--- src/rtl/spin_accumulator.sv ---
// spin_accumulator: turns digital left/right, fast and HPS spinner deltas into an 8-bit dial position.
// Ports: clk, reset (sync, active-high), minus, plus, fast, strobe (rising edge paces digital motion),
//        spin_in[8] event toggle + spin_in[7:0] signed delta, spin_out 8-bit wrapping dial position.
// Optional: SPIN_SMOOTH_EN buffers analog deltas in a saturating pending register that drains per strobe.
module spin_accumulator #(
  parameter int STEP_MIN = 1,
  parameter int STEP_MAX = 8,
  parameter int ACCEL_FRAMES = 4
) (
  input  logic       clk,
  input  logic       reset,
  input  logic       minus,
  input  logic       plus,
  input  logic       fast,
  input  logic       strobe,
  input  logic [8:0] spin_in,
  output logic [7:0] spin_out
);
  localparam logic [7:0] SMIN = 8'(STEP_MIN);
  localparam logic [7:0] SMAX = 8'(STEP_MAX);
  localparam logic [31:0] AF = 32'(ACCEL_FRAMES);
  logic [7:0] speed, speed_nx, spd_base, mag, dstep, adv;
  logic [31:0] cnt, cnt_nx, cnt_base, cnt_inc;
  logic [1:0] dir, last_dir;
  logic strobe_d, tog_d, se, ev, same, wrap;
  always_comb begin
    se = strobe & ~strobe_d;
    ev = spin_in[8] ^ tog_d;
    // dir[0] = toward higher position, dir[1] = toward lower; 00 = none
    dir = {minus & ~plus, plus & ~minus};
    same = dir == last_dir;
    // a start or reversal restarts the ramp from STEP_MIN before stepping
    spd_base = same ? speed : SMIN;
    cnt_base = same ? cnt : 32'd0;
    cnt_inc = cnt_base + 32'd1;
    wrap = cnt_inc == AF;
    speed_nx = dir == 2'b00 ? SMIN : wrap ? (spd_base >= SMAX ? SMAX : spd_base + 8'd1) : spd_base;
    cnt_nx = (dir == 2'b00 || wrap) ? 32'd0 : cnt_inc;
    mag = fast ? {spd_base[6:0], 1'b0} : spd_base;
    dstep = !se ? 8'd0 : dir == 2'b01 ? mag : dir == 2'b10 ? 8'd0 - mag : 8'd0;
  end
`ifdef SPIN_SMOOTH_EN
  localparam logic signed [9:0] PMAX = 10'(STEP_MAX);
  logic signed [9:0] pend, drain, pend_left, pend_nx;
  logic signed [10:0] sum;
  always_comb begin
    // drain uses the pending value from before this cycle's event is added
    drain = !se ? 10'sd0 : pend > PMAX ? PMAX : pend < -PMAX ? -PMAX : pend;
    pend_left = pend - drain;
    sum = {pend_left[9], pend_left} + (ev ? {{3{spin_in[7]}}, spin_in[7:0]} : 11'd0);
    pend_nx = sum > 11'sd511 ? 10'sd511 : sum < -11'sd512 ? -10'sd512 : sum[9:0];
    adv = drain[7:0];
  end
  always_ff @(posedge clk)
    pend <= reset ? 10'sd0 : pend_nx;
`else
  always_comb adv = ev ? spin_in[7:0] : 8'd0;
`endif
  always_ff @(posedge clk) begin
    strobe_d <= strobe;
    tog_d <= spin_in[8];
    if (reset) begin
      spin_out <= 8'd0;
      speed <= SMIN;
      cnt <= 32'd0;
      last_dir <= 2'b00;
    end else begin
      spin_out <= spin_out + dstep + adv;
      if (se) begin
        speed <= speed_nx;
        cnt <= cnt_nx;
        last_dir <= dir;
      end
    end
  end
endmodule

--- config.mk ---
export PLATFORM = sky130hd
export DESIGN_NAME = spin_accumulator
export DESIGN_NICKNAME = d
export VERILOG_FILES = /design/src/rtl/spin_accumulator.sv
export SDC_FILE = /design/constraint.sdc
export NUM_CORES = 1
export LEC_CHECK = 0
export BUFFER_PORTS_ARGS = -buffer_cell sky130_fd_sc_hd__buf_4
export CAP_MARGIN = 0
export CORE_UTILIZATION = 55
export DETAILED_ROUTE_END_ITERATION = 8
export PLACE_DENSITY = 0.83
export SYNTH_ARGS = -nofsm -noshare
export SYNTH_HDL_FRONTEND = slang
export SYNTH_SLANG_ARGS = --single-unit
--- constraint.sdc ---
create_clock -name clk -period 7.9 [get_ports clk]
set_input_delay 0.79 -clock clk [delete_from_list [all_inputs] [get_ports clk]]
set_output_delay 0.79 -clock clk [all_outputs]
set_load 0.01 [all_outputs]
; ---- Word-level counts from Yosys, hierarchy flattened
; Index checks and enable logic that the tools add are counted.
[totals]
reg_bits = 52
in_bits = 15
output_inout_bits = 8
wordCells = 36
[classes]
addsub = 5
magnitude_cmp = 1
n_eq_ne = 4
n_mux = 11
bitwise_logic = 7
n_reduce_logical = 2
[ops]
columns = operator, n
row1 = $mux W8, 9
row2 = $mux W32, 2
row3 = $add A32 B1 Y32 const B, 1
row4 = $eq A32 B3 Y1 const B, 1
row5 = $add A8 B8 Y8, 2
row6 = $add A8 B1 Y8 const B, 1
row7 = $ge A8 B4 Y1 const B, 1
row8 = $sub A1 B8 Y8 const A, 1
row9 = $and A1 B1 Y1, 3
row10 = $not A1 Y1, 3
row11 = $eq A2 B1 Y1 const B, 1
row12 = $eq A2 B2 Y1, 1
row13 = $eq A2 B2 Y1 const B, 1
row14 = $logic_not A2 Y1, 1
row15 = $logic_or A1 B1 Y1, 1
row16 = $xor A1 B1 Y1, 1

; ---- Logic depth before layout (Yosys ltp)
; Gate-level depths: netlist of run 1.
[depth]
ltp_word = 11
mapped_depth = 19
depth_no_buf = 17

; ---- Least setup slack after synthesis of run 1
; Ideal clock, no wire load.
[synth_timing]
path_type = input -> register
from = input minus
to = register spin_out[7]
setup_time_ns = 0.070
arrival_time_ns = 4.462
required_time_ns = 7.830
slack_ns = 3.368
cell_stages = 18
n_path_buf = 3
path_cell_list = inv_1 -> ha_1 -> buf_2 -> xor2_1 -> nor2_1 -> buf_2 -> clkbuf_1 -> a21oi_1 -> a211oi_1 -> fa_1 -> fa_1 -> a21o_1 -> a21oi_1 -> o21bai_1 -> a21oi_1 -> xnor2_1 -> or3_1 -> a21oi_1
[synth_via]
elab_chain_len = 11
word_cells_on_any_way = 14
classes_between = add/sub (3) / eq/ne (3) / mux (5) / bitwise (3)
[synth_rtl]
columns = element, line
row1 = start: declaration, 12  ; input logic minus,
row2 = $not A1 Y1 (*), 30  ; dir = {minus & ~plus, plus & ~minus};
row3 = $and A1 B1 Y1 (*), 30
row4 = net dir[0], 24  ; logic [1:0] dir, last_dir;
row5 = $eq A2 B2 Y1, 31  ; same = dir == last_dir;
row6 = $mux W8, 33  ; spd_base = same ? speed : SMIN;
row7 = $mux W8, 39  ; mag = fast ? {spd_base[6:0], 1'b0} : spd_base;
row8 = $sub A1 B8 Y8, 40  ; dstep = !se ? 8'd0 : dir == 2'b01 ? mag : dir == 2'b10 ? 8'd0 - mag : 8'd0;
row9 = $mux W8, 40
row10 = $mux W8 (*) (2 in series), 40
row11 = $add A8 B8 Y8 (*) (2 in series), 68  ; spin_out <= spin_out + dstep + adv;
row12 = end signal: assignment, 68
row13 = end: declaration, 17  ; output logic [7:0] spin_out
; Mark *: on every way through the listed nets, which the timed path passes. The rest lies on a longest branch.
; A chain may end at the register's enable or synchronous reset.

; ---- Final worst setup path of run 1
; Same ends and word-level chain as after synthesis.

==> results.yml, run 1 <==
status:
  status: "complete, no violations"
detailed_routing:
  drt_iter0_markers: 326
  avgRoutedWirePerCell_um: 17.07
  vias_per_cell: 6.252
  wl_mm: 9.885
  antenna_left: 0
  drc_errors: 0
  dr.pass1.iters: 6
  num_vias: 3620
min_path:
  holdCritPathClass: "flop to flop"
  hp-start: "speed[6]$_SDFFE_PP0P_"
grt:
  grt_pass1_wl_mm: 16.45
  grt_pass1_vias: 3369
  overflow: 0
  grtUsageTotal_pct: 28.07
  antenna_found_initial: 0
  grt_max_degree: 38
placed_design:
  pre_cts_ws_ns: 2.697
  gp_congestion: 0.9731
  dp_cells: 571
  hpwl_mm: 7.179
  io_buffers: 22
floorplanning:
  rows: 30
  dieArea_um2: 7431
  die_h_um: 86.21
  die_w_um: 86.21
  pin_count: 23
  coreArea_um2: 6832
  start_util_pct: 57.09
run:
  maxCapViolations: 0
setup_path:
  critPathRequiredTime_ns: 8.14
  critPathBufInv: 2
  crit_family: "adder cells"
  slowest_delay_ns: 0.54
  critPathLaunchType: "primary input"
  crit_fanout: 18
  path_class: "primary input to flop"
  r2r_start: "last_dir[0]$_SDFFE_PP0P_"
  worst_path_max_delay_cell: "nand2_1"
  critPathLaunch: "minus"
  arrival_ns: 5.15
  end_kind: "flop"
  path_cells: "buf_4 -> inv_1 -> ha_1 -> xnor2_1 -> nand2_1 -> nor2_1 -> o31a_1 -> fa_1 -> ha_1 -> fa_1 -> a21o_1 -> a21oi_1 -> o21bai_1 -> a21oi_1 -> xnor2_1 -> or3_1 -> a21oi_1"
  cp_common_cell: "a21oi_1"
timing:
  rsz0062_at_grt: "false"
  hold_ws_ns: 0.5055
  max_freq_mhz: 203.6
  setup_slack_ns: 2.989
  fin_crit_sh_pct: 62.17
  tightest_slew_ns: 0.9589
  drv_slew: 0
  slew_headroom_pct: 35.77
  final_hold_viol_count: 0
  finClkSkew_ns: 0.006589
  fin_crit_ns: 4.911
  setup_viol: 0
  totalNegativeSetupSlack_ns: 0
logic_synthesis:
  yosys.area.top_type_share_pct: 26.69
  synth_edf_count: 0
  ys_dominant_reg_cell: "dfxtp_1"
  syn-num-nets: 518
  syn_inst: 483
  yosysTopAreaCell: "dfxtp_1"
  synth_area_per_cell_um2: 8.075
  yosysWarnings: 0
  netlist_area_um2: 3900
  async_reset_ff_share_pct: 0
  synth_cell_types: 68
  synth_seq_area_share_pct: 26.69
  synth_seq_cells: 52
  synth.area.top_cells: "dfxtp_1, nand2_1, xnor2_1"
finish:
  final_cell_mix: "nand2_1, dfxtp_1, nor2_1"
  nets: 517
  stdcell_count: 579
  drive_gt1_share_pct: 12.22
  diodes: 0
  area_growth_pct: 6.801
  layout_commonest_cell: "nand2_1"
clock_tree:
  clk_pin_slew_worst_paths_ns: 0.09
  clock_path_buffers: 2
  numClockSinks: 52
  htreeDepth: 2
  insertion_delay_ns: 0.31
  cts_setup_buffers: 0
  cts_tree: "yes"
  cts-hold-fix-buffers: 0
  root_buffer: "clkbuf_8"
  cts-resized-gates: 0
  numCtsBuffers: 5
power_and_ir_drop:
  p_per_area_nw_per_um2: 155.8
  total_leakage_power_nw: 1.550
  peakVddDrop_uv: 119.3
[sequential cells by signal, indices dropped and copies added, names as in the netlist]
name      flops
cnt          32
last_dir      2
speed         8
spin_out      8
strobe_d      1
tog_d         1
[metrics by stage]
| stage | power [mW] | cell area (um2) | util (%) |
|---|---|---|---|
| CTS | 0.6523 | 4165 | 60.97 |
| global placement | 0.4617 | 4058 | 59.40 |
| finish | 0.6489 | 4165 | 60.97 |
| floorplan | 0.4118 | 3900 | - |
| detailed placement | 0.4687 | 4058 | 59.40 |
| global route | 0.6850 | 4165 | 60.97 |
[Yosys cell counts, types with 3 or more instances]
cell type   n
ha_1       12
a32oi_1     3
o21ai_1     8
o211a_1     4
a31oi_1     8
or3_1       8
nand2b_1    7
a22oi_1     9
nor4_2      4
fa_1        8
nor3_1     10
and3_1     15
xor2_1     11
nand4_1    13
o21ai_0     8
inv_1      11
buf_1       3
buf_4       3
nor4_1      6
o41ai_1     4
a2bb2oi_1   3
and2_1      6
xnor2_1    22
nor2_1     50
nor2b_1     3
nand3_1    21
a21oi_1    32
clkbuf_1   15
nand2_1    53
a21o_1      6
dfxtp_1    52
a211oi_1    3
xor2_2      3
mux2i_1     7
buf_2      11
[worst register-to-register path, delay by kind of cell, from the launching register on]
kind / cells / cell delay [ns]
fa+ha+maj: 3 / 1.07
simple gates: 3 / 1.31
xor+xnor: 2 / 0.51
compound gates: 6 / 0.98
flops: 1 / 0.36
[cells by family after synthesis]
kind of cell / share of synthesized area (%)
AO/OA/AOI/OAI: 19.83
XOR/XNOR: 8.662
adder cells (fa/ha/maj): 7.956
buffers and inverters: 4.908
flip-flops: 26.69
multiplexers: 2.374
AND/OR/NAND/NOR: 29.58
[final timing paths]
path              slack (ns)                     end  depth (start not counted)
setup / recovery        2.99  spin_out[7]$_SDFF_PP0_                         17
hold / removal          0.51   speed[6]$_SDFFE_PP0P_                          1
setup reg to reg        3.59  spin_out[7]$_SDFF_PP0_                         14
hold reg to reg         0.51   speed[6]$_SDFFE_PP0P_                          1
[per-layer routing]
metal | vias up | global-route usage (%) | wire, um
met5 | - | 0 | 0
li1 | 1734 | - | -
met2 | 168 | 44.37 | 4520
met4 | 0 | 11.67 | 252
met3 | 28 | 5.714 | 832
met1 | 1690 | 37.48 | 4279
[power by group]
group / switching [mW] / internal [mW] / leakage [nW]
clock network: 0.0913 / 0.0942 / 0.0552
registers: 0.0143 / 0.278 / 0.422
logic: 0.0941 / 0.0766 / 1.07
[cell type report]
cell class,count,area (um2)
multi-input cells,387,2668
clock inverters,2,35.03
repair buffers,25,187.7
inverters,11,41.29
flip-flops and latches,52,1041
well taps,96,120.1
fillers,603,2666
clock buffers,6,72.57
Note: power is estimated with default switching activity, not from simulation.
==> run 2: changes to the inputs <==
==> constraint.sdc (replaced) <==
create_clock -name clk -period 5.1 [get_ports clk]
set_input_delay 0.51 -clock clk [delete_from_list [all_inputs] [get_ports clk]]
set_output_delay 0.51 -clock clk [all_outputs]
set_load 0.01 [all_outputs]
==> results.yml, run 2 (same netlist as run 1, synthesis figures left out) <==
status:
  status: "complete, no violations"
placed_design:
  hpwl_mm: 7.185
  dp_cells: 572
  placed_area_um2: 4065
  io_buffers: 22
  gp_congestion: 0.9256
floorplanning:
  coreArea_um2: 6832
  rows: 30
  die_h_um: 86.21
  pin_count: 23
  die_w_um: 86.21
  start_util_pct: 57.09
  dieArea_um2: 7431
setup_path:
  end_kind: "flop"
  crit_end: "spin_out[7]$_SDFF_PP0_"
  arrival_ns: 4.61
  r2r_start: "last_dir[1]$_SDFFE_PP0P_"
  timing.rr.end: "cnt[18]$_SDFFE_PP0P_"
  worstRegToRegCells: 11
  crit_fanout: 11
  regToRegSetupSlack_ns: 1.08
  critPathLaunchType: "primary input"
  critPathRequiredTime_ns: 5.36
  critPathLaunch: "minus"
  path_class: "primary input to flop"
timing:
  slew_headroom_pct: 36.41
  fin_crit_ns: 4.347
  hold_ws_ns: 0.3015
  totalNegativeSetupSlack_ns: 0
  finClkSkew_ns: 0.007661
  fin_crit_sh_pct: 85.24
  drv_slew: 0
  setup_viol: 0
  final_hold_viol_count: 0
  rsz0062_at_grt: "false"
  max_freq_mhz: 230.0
  tightest_slew_ns: 0.9495
clock_tree:
  cts-hold-fix-buffers: 0
  numCtsBuffers: 5
  root_buffer: "clkbuf_8"
  cts-resized-gates: 0
  htreeDepth: 2
  clock_path_buffers: 2
  clk_pin_slew_worst_paths_ns: 0.10
  cts_tree: "yes"
  numClockSinks: 52
  insertion_delay_ns: 0.32
  cts_setup_buffers: 0
finish:
  area_growth_pct: 7.475
  drive_gt1_share_pct: 12.60
  largest_register: "cnt"
  nets: 518
  reg_top3: "cnt (32), speed (8), spin_out (8)"
  final_cell_mix: "nand2_1, dfxtp_1, nor2_1"
  diodes: 0
  largest_reg_flops: 32
  stdcell_count: 580
  layout_commonest_cell: "nand2_1"
  final_cell_area_um2: 4192
power_and_ir_drop:
  total_leakage_power_nw: 1.564
  p_comb_share_pct: 25.5
  p_per_area_nw_per_um2: 248.3
  internal_power_mw: 0.7244
  p_seq_share_pct: 43.5
  peakVddDrop_uv: 178.1
  power.net_switching_mw: 0.3163
  clkPwrFrac_pct: 31.1
  total_power_mw: 1.041
  p_sw_share_pct: 30.40
detailed_routing:
  dr.pass1.iters: 5
  wl_mm: 9.912
  avgRoutedWirePerCell_um: 17.09
  antenna_left: 0
  vias_per_cell: 6.260
  num_vias: 3631
  drc_errors: 0
  drt_iter0_markers: 341
grt:
  overflow: 0
  grt_pass1_wl_mm: 16.69
  antenna_found_initial: 0
  grt_pass1_vias: 3461
  grt_max_degree: 38
  grtUsageTotal_pct: 28.65
run:
  maxCapViolations: 0
min_path:
  holdCritPathClass: "primary input to flop"
  hold_path_depth: 1
[run 2: final cells by class]
cell class / count / area (um2)
inverter: 11 / 41.29
sequential: 52 / 1041
timing repair buffer: 26 / 195.2
clock buffer: 7 / 96.34
clock inverter: 1 / 30.03
fill: 646 / 2640
multi-input combinational: 387 / 2668
tap: 96 / 120.1
[run 2: power by group through the flow]
stage               clock network (mW)  logic, mW  registers, mW
floorplan                            0      0.167          0.471
global placement                     0      0.256          0.462
detailed placement                   0      0.263          0.462
CTS                              0.321      0.265          0.453
global route                     0.338      0.294          0.457
finish                           0.323      0.265          0.452
[run 2: metal layers]
metal / track usage, % / wire (um) / part of all wire [%]
met1: 39.06 / 4320 / 44
met2: 44.81 / 4560 / 46
met3: 4.762 / 786 / 7.9
met4: 12.58 / 244 / 2.5
met5: 0 / 0 / 0
[run 2: through the flow]
| step | util, % | setup WS, ns |
|---|---|---|
| 3_5_place_dp | 59.51 | 0.5434 |
| 5_1_grt | 61.36 | 0.4050 |
| 3_3_place_gp | 59.51 | 0.6064 |
| 6_report | 61.36 | 0.7526 |
| 4_1_cts | 61.36 | 0.8192 |
| 2_1_floorplan | - | 0.8477 |
[run 2: worst min path at each step]
stage / from / to
2_1_floorplan: speed[7]$_SDFFE_PP0P_ / speed[7]$_SDFFE_PP0P_
3_3_place_gp: speed[7]$_SDFFE_PP0P_ / speed[7]$_SDFFE_PP0P_
3_5_place_dp: speed[5]$_SDFFE_PP0P_ / speed[5]$_SDFFE_PP0P_
4_1_cts: spin_in[8] / tog_d$_DFF_P_
5_1_grt: spin_in[8] / tog_d$_DFF_P_
6_report: spin_in[8] / tog_d$_DFF_P_
[run 2: critical path: stages]
cell and delay [ns]:
buf_4 0.12, inv_1 0.05, ha_1 0.38, xor2_1 0.60
nor2_1 0.29, a21oi_1 0.19, o31a_1 0.18, fa_1 0.42
ha_1 0.23, fa_1 0.41, a21o_1 0.17, a21oi_1 0.22
o21bai_1 0.09, a21oi_1 0.17, xnor2_1 0.10, or3_1 0.34
a21oi_1 0.14
